## config.mk

```make
export PLATFORM = sky130hd
export DESIGN_NAME = fifo_rd_arbiter_flat
export DESIGN_NICKNAME = d
export VERILOG_FILES = /design/src/rtl/fifo_rd_arbiter_if.sv /design/src/rtl/fifo_rd_arbiter.sv /design/src/flat_wrapper.sv
export SDC_FILE = /design/constraint.sdc
export NUM_CORES = 1
export LEC_CHECK = 0
export BUFFER_PORTS_ARGS = -buffer_cell sky130_fd_sc_hd__buf_4
export CORE_AREA = 2 2 63 65
export CTS_CLUSTER_DIAMETER = 100
export DETAILED_ROUTE_END_ITERATION = 8
export DIE_AREA = 0 0 65 67
export PLACE_DENSITY = 0.76
export SYNTH_ARGS = -nofsm -noshare
export SYNTH_HDL_FRONTEND = slang
export SYNTH_SLANG_ARGS = --single-unit
export TNS_END_PERCENT = 50
```

## constraint.sdc

```tcl
create_clock -name clk -period 2.8 [get_ports clk]
set_input_delay 0.14 -clock clk [delete_from_list [all_inputs] [get_ports clk]]
set_output_delay 0.14 -clock clk [all_outputs]
set_load 0.01 [all_outputs]
```

## src/rtl/fifo_rd_arbiter_if.sv

```systemverilog
// Bus bundle between the read-side arbiter, its input FIFOs and the downstream byte sink.
// The master modport is the arbiter's view; the slave modport is the FIFO/sink side.
interface fifo_rd_arbiter_if #(
    parameter int NPORTS    = 4,
    parameter int UWIDTH    = 8,
    parameter int PTR_IN_SZ = 4,
    parameter int PORT_W    = (NPORTS > 1) ? $clog2(NPORTS) : 1
);
    logic [NPORTS-1:0]        rempty;
    logic [NPORTS*UWIDTH-1:0] rdata_all;
    logic [NPORTS-1:0]        port_en;
    logic                     out_ready;
    logic [NPORTS-1:0]        rinc;
    logic [PTR_IN_SZ-1:0]     raddr_in;
    logic [UWIDTH-1:0]        out_data;
    logic                     out_valid;
    logic                     out_sop;
    logic                     out_eop;
    logic [PORT_W-1:0]        out_port;
    logic [15:0]              pkt_cnt;

    modport master (
        input  rempty, rdata_all, port_en, out_ready,
        output rinc, raddr_in, out_data, out_valid, out_sop, out_eop, out_port, pkt_cnt
    );

    modport slave (
        output rempty, rdata_all, port_en, out_ready,
        input  rinc, raddr_in, out_data, out_valid, out_sop, out_eop, out_port, pkt_cnt
    );
endinterface

```

## src/rtl/fifo_rd_arbiter.sv

```systemverilog
// Round-robin read arbiter: streams one whole packet (WIDTH bytes) from a granted FIFO,
// then pops that FIFO and re-arbitrates.
module fifo_rd_arbiter #(
    parameter int          NPORTS      = 4,
    parameter int          WIDTH       = 11,
    parameter int          UWIDTH      = 8,
    parameter int          PTR_IN_SZ   = 4,
    parameter logic [15:0] PKT_CNT_RST = 16'h0000
) (
    input  logic               clk,
    input  logic               rst,
    fifo_rd_arbiter_if.master  bus
);
    localparam int PORT_W = (NPORTS > 1) ? $clog2(NPORTS) : 1;
    localparam logic [PTR_IN_SZ-1:0] LAST_IDX = PTR_IN_SZ'(WIDTH - 1);

    typedef enum logic [1:0] {
        IDLE = 2'd0,
        SEND = 2'd1,
        POP  = 2'd2
    } state_t;

    state_t               state_q, state_d;
    logic [PTR_IN_SZ-1:0] idx_q, idx_d;
    logic [PORT_W-1:0]    grant_q, grant_d;
    logic [PORT_W-1:0]    last_q, last_d;
    logic [15:0]          pkt_q, pkt_d;
    logic [NPORTS-1:0]    cand;

    // Nearest candidate after 'last' wins; 'last' itself is reached only at distance NPORTS.
    function automatic logic [PORT_W-1:0] rr_pick(input logic [NPORTS-1:0] req,
                                                  input logic [PORT_W-1:0] last);
        logic [PORT_W-1:0] pick;
        pick = last;
        for (int k = NPORTS; k >= 1; k--) begin
            for (int j = 0; j < NPORTS; j++) begin
                if (((int'(last) + k) % NPORTS) == j && req[j]) begin
                    pick = PORT_W'(j);
                end
            end
        end
        return pick;
    endfunction

    assign cand = ~bus.rempty & bus.port_en;

    always_ff @(posedge clk) begin
        if (!rst) begin
            state_q <= IDLE;
            idx_q   <= '0;
            grant_q <= '0;
            last_q  <= PORT_W'(NPORTS - 1);
            pkt_q   <= PKT_CNT_RST;
        end else begin
            state_q <= state_d;
            idx_q   <= idx_d;
            grant_q <= grant_d;
            last_q  <= last_d;
            pkt_q   <= pkt_d;
        end
    end

    always_comb begin
        state_d = state_q;
        idx_d   = idx_q;
        grant_d = grant_q;
        last_d  = last_q;
        pkt_d   = pkt_q;
        case (state_q)
            IDLE: begin
                if (|cand) begin
                    grant_d = rr_pick(cand, last_q);
                    idx_d   = '0;
                    state_d = SEND;
                end
            end
            SEND: begin
                // Grant is locked for the whole packet; enables and empties are ignored here.
                if (bus.out_ready) begin
                    if (idx_q == LAST_IDX) begin
                        state_d = POP;
                    end else begin
                        idx_d = idx_q + 1'b1;
                    end
                end
            end
            POP: begin
                last_d  = grant_q;
                pkt_d   = pkt_q + 16'd1;
                idx_d   = '0;
                state_d = IDLE;
            end
            default: begin
                state_d = IDLE;
                idx_d   = '0;
            end
        endcase
    end

    // Strobes are also gated by rst so nothing leaks out while reset is held.
    always_comb begin
        bus.rinc      = '0;
        bus.out_valid = 1'b0;
        bus.out_sop   = 1'b0;
        bus.out_eop   = 1'b0;
        bus.raddr_in  = '0;
        if (rst) begin
            if (state_q == SEND) begin
                bus.out_valid = 1'b1;
                bus.raddr_in  = idx_q;
                bus.out_sop   = (idx_q == '0);
                bus.out_eop   = (idx_q == LAST_IDX);
            end
            if (state_q == POP) begin
                for (int i = 0; i < NPORTS; i++) begin
                    bus.rinc[i] = (grant_q == PORT_W'(i));
                end
            end
        end
    end

    always_comb begin
        bus.out_data = '0;
        for (int i = 0; i < NPORTS; i++) begin
            if (grant_q == PORT_W'(i)) begin
                bus.out_data = bus.rdata_all[i*UWIDTH +: UWIDTH];
            end
        end
    end

    assign bus.out_port = grant_q;
    assign bus.pkt_cnt  = pkt_q;

endmodule

```

## src/flat_wrapper.sv

```systemverilog
// flat-port wrapper written by rule: the top's interface ports become plain ports
module fifo_rd_arbiter_flat 
#(
    parameter int          NPORTS      = 4,
    parameter int          WIDTH       = 11,
    parameter int          UWIDTH      = 8,
    parameter int          PTR_IN_SZ   = 4,
    parameter logic [15:0] PKT_CNT_RST = 16'h0000
)
  (clk, rst, bus_rempty, bus_rdata_all, bus_port_en, bus_out_ready, bus_rinc, bus_raddr_in, bus_out_data, bus_out_valid, bus_out_sop, bus_out_eop, bus_out_port, bus_pkt_cnt);
  fifo_rd_arbiter_if #(.NPORTS(NPORTS), .UWIDTH(UWIDTH), .PTR_IN_SZ(PTR_IN_SZ)) bus_i ();
  input  logic clk;
  input  logic rst;
  input wire logic [$bits(bus_i.rempty)-1:0] bus_rempty;
  input wire logic [$bits(bus_i.rdata_all)-1:0] bus_rdata_all;
  input wire logic [$bits(bus_i.port_en)-1:0] bus_port_en;
  input wire logic [$bits(bus_i.out_ready)-1:0] bus_out_ready;
  output wire logic [$bits(bus_i.rinc)-1:0] bus_rinc;
  output wire logic [$bits(bus_i.raddr_in)-1:0] bus_raddr_in;
  output wire logic [$bits(bus_i.out_data)-1:0] bus_out_data;
  output wire logic [$bits(bus_i.out_valid)-1:0] bus_out_valid;
  output wire logic [$bits(bus_i.out_sop)-1:0] bus_out_sop;
  output wire logic [$bits(bus_i.out_eop)-1:0] bus_out_eop;
  output wire logic [$bits(bus_i.out_port)-1:0] bus_out_port;
  output wire logic [$bits(bus_i.pkt_cnt)-1:0] bus_pkt_cnt;
  assign bus_i.rempty = bus_rempty;
  assign bus_i.rdata_all = bus_rdata_all;
  assign bus_i.port_en = bus_port_en;
  assign bus_i.out_ready = bus_out_ready;
  assign bus_rinc = bus_i.rinc;
  assign bus_raddr_in = bus_i.raddr_in;
  assign bus_out_data = bus_i.out_data;
  assign bus_out_valid = bus_i.out_valid;
  assign bus_out_sop = bus_i.out_sop;
  assign bus_out_eop = bus_i.out_eop;
  assign bus_out_port = bus_i.out_port;
  assign bus_pkt_cnt = bus_i.pkt_cnt;
  fifo_rd_arbiter #(.NPORTS(NPORTS), .WIDTH(WIDTH), .UWIDTH(UWIDTH), .PTR_IN_SZ(PTR_IN_SZ), .PKT_CNT_RST(PKT_CNT_RST)) u_core (.clk(clk), .rst(rst), .bus(bus_i));
endmodule
```

==> impl_metrics.tcl <==
set metrics [dict create \
    worstReg2RegEnd "u_core.bus.pkt_cnt[2]" \
    synth_top_area_frac 0.327 \
    postCtsResizedCells 0 \
    route.met3.wl_um 474 \
    rows 22 \
    wl_per_cell_um 13.1 \
    ys_seq_area_frac 0.327 \
    drv_cap 0 \
    cts_sinks 26 \
    path_class "reg -> out" \
    p_leak_nw 1.10 \
    die_x_um 65 \
    rsz0062_at_grt "no" \
    diodes 0 \
    whs_endpoint "u_core.state_q[1]" \
    slew_headroom 0.557 \
    dp_hpwl_mm 3.05 \
    async_flop_share 0 \
    finalSetupViolCount 0 \
    powerDensity_nw_per_um2 358 \
    cts_buffers 3 \
    antenna_found_initial 0 \
    layout.nets 298 \
    syn_area_um2 1590 \
    hold_path.class "in -> reg" \
    min-delay-start "bus_out_ready" \
    met2_length_mm 1.82 \
    numPortBuffers 79 \
    grt_pass1_wl_mm 5.97 \
    routed_wirelength_mm 3.89 \
    multi_input_area_um2 1020 \
    cp_max_fo 14 \
    status "complete, no violations" \
    syn-num-nets 221 \
    rrSetupSlack_ns 1.28 \
    min_path_cells 2 \
    routed.top_layer "met4" \
    fin_crit_ns 1.92 \
    antenna_left 0 \
    drv_slew 0 \
    design.die.area_um2 4360 \
    synth_area_leaders "dfxtp_1 (33%), mux4_2 (11%), and2_1 (5.1%)" \
    pin_count 80 \
    grt_pass1_vias 1335 \
    worstRegToRegCells 4 \
    viasPerCell 5.28 \
    fin_skew_ns 0.00389 \
    drive_gt1_frac 0.376 \
    period_share 0.684 \
    setup_tns_ns 0 \
    end_kind "output pin" \
    final-seq-area_um2 520 \
    combPwrFrac 0.217 \
    ys_warn_count 0 \
    ys_ff_latch 26 \
    synth.most_common_cell "dfxtp_1" \
    htree_levels 1 \
    yosys.area.top_type "dfxtp_1" \
    synth_edf_count 0 \
    grt_max_degree 37 \
    gp_congestion 0.862 \
    grt_util_all_layers 0.175 \
    hold_buffers 0 \
    die_y_um 67 \
    initial_core_util 0.442 \
    final_util 0.630 \
    fp.coreArea_um2 3610 \
    clkPwrFrac 0.297 \
    synthXorXnorAreaFrac 0.0549 \
    synth_compound_area_frac 0.0879 \
    max-vdd-ir-drop_mv 0.219 \
    worst_slack_ns 0.884 \
    timing.final.hold_violations 0 \
    clk_latency_ns 0.27 \
    p_int_uw 613 \
    cts_tree "done" \
    seqPwrFrac 0.485 \
    fillers 342 \
    met1Wirelength_mm 1.56 \
    syn_to_final_growth_pct 42.5 \
    synth_top_family_by_area "simple AND/OR/NAND/NOR gates" \
    post_cts.repair.setup_buffers 0 \
    r2r-start "u_core.state_q[1]" \
    drt_iter0_drc 28 \
    arrival_ns 1.78 \
    worstPathRequired_ns 2.66 \
    synth.mux.area_fraction 0.151 \
    path_clk_slew_ns 0.09 \
    synth_cells 174 \
    vias 1574 \
    clock_path_buffers 2 \
    synthTopCellsByCount "dfxtp_1 (26), nand2_1 (20), and2_1 (13), nand2b_1 (9)" \
    worstMarginPinSlew_ns 0.664 \
    avgSynthCellArea_um2 9.16 \
    switchingPower_uw 200 \
    startpoint_type "register" \
    synthAdderAreaFrac 0.0314 \
    worstSetupStartpoint "u_core.bus.out_port[0]" \
    drc 0 \
    firstDrtPassIters 4 \
    cts_root_buf "clkbuf_8" \
    ys.flop_type "dfxtp_1" \
    post-place-ws_ns 1.16 \
    synth_cell_types 40 \
    sw_frac_of_total 0.246 \
    overflow 0 \
    fmaxAchievable_mhz 522 \
    synth_simple_gate_area_frac 0.316 \
]
[cell usage in the layout (no fill, tap or decap), drive strengths merged, types with 2 or more instances in the layout]
cell,n
a21oi,2
a31oi,3
and2,13
and3,4
and4,4
buf,79
clkbuf,4
dfxtp,26
ha,4
inv,6
mux2i,6
mux4,8
nand2,20
nand2b,9
nand3,7
nand3b,2
nand4,5
nor2,8
nor2b,3
nor3,5
nor4b,2
o21ai,5
o22ai,2
xnor2,6
xor2,4
[sequential cells by signal (all words and copies together) (netlist names)]
register and cells:
u_core.bus.pkt_cnt 16, u_core.state_q 2, u_core.last_q 2, u_core.idx_q 4, u_core.bus.out_port 2
[stage by stage]
step	power, mW	std cells	area [um2]	hold slack (ns)
3_5_place_dp	0.582	294	2220	0.393
6_report	0.813	298	2270	0.111
2_1_floorplan	0.488	174	1590	0.262
3_3_place_gp	0.580	294	2220	0.395
4_1_cts	0.825	298	2270	0.106
5_1_grt	0.856	298	2270	0.125
[logic make-up (layout without fill, tap and decap cells)]
| logic type | after synthesis | in the layout |
|---|---|---|
| AND/OR/NAND/NOR | 86 | 86 |
| flip-flops | 26 | 26 |
| AO/OA/AOI/OAI | 21 | 21 |
| multiplexers | 14 | 14 |
| buffers and inverters | 13 | 89 |
| XOR/XNOR | 10 | 10 |
| adder cells (fa/ha/maj) | 4 | 4 |
[power by group through the flow]
stage / logic (mW) / clock network, mW / registers [mW]
final: 0.177 / 0.242 / 0.395
after global routing: 0.190 / 0.268 / 0.398
after CTS: 0.178 / 0.251 / 0.395
after detailed placement: 0.178 / 0 / 0.404
after global placement: 0.176 / 0 / 0.404
after floorplan: 0.0948 / 0 / 0.393
[how the worst max path moves through the flow]
stage	to	slack, ns
final	bus_out_data[1]	0.88
after detailed placement	bus_out_data[6]	1.16
after CTS	bus_out_data[6]	0.85
after global routing	bus_rinc[3]	0.75
after floorplan	bus_out_data[2]	1.35
after global placement	bus_out_data[2]	1.17
[per-layer routing]
metal,global-route usage,vias to the layer above
li1,-,774
met1,0.213,725
met2,0.304,71
met3,0.0422,4
met4,0.0559,0
met5,0,-
[layout make-up]
cell class	count	share of cell area
flip-flops and latches	26	0.229
clock buffers	4	0.0242
well taps	48	0.0264
multi-input cells	135	0.449
repair buffers	79	0.261
inverters	6	0.00991
[worst max-delay path: stages, from the launching register on]
cell and delay [ns]:
dfxtp_1 0.76, mux4_2 0.59, buf_4 0.16
Note: power is estimated with default switching activity, not from simulation.
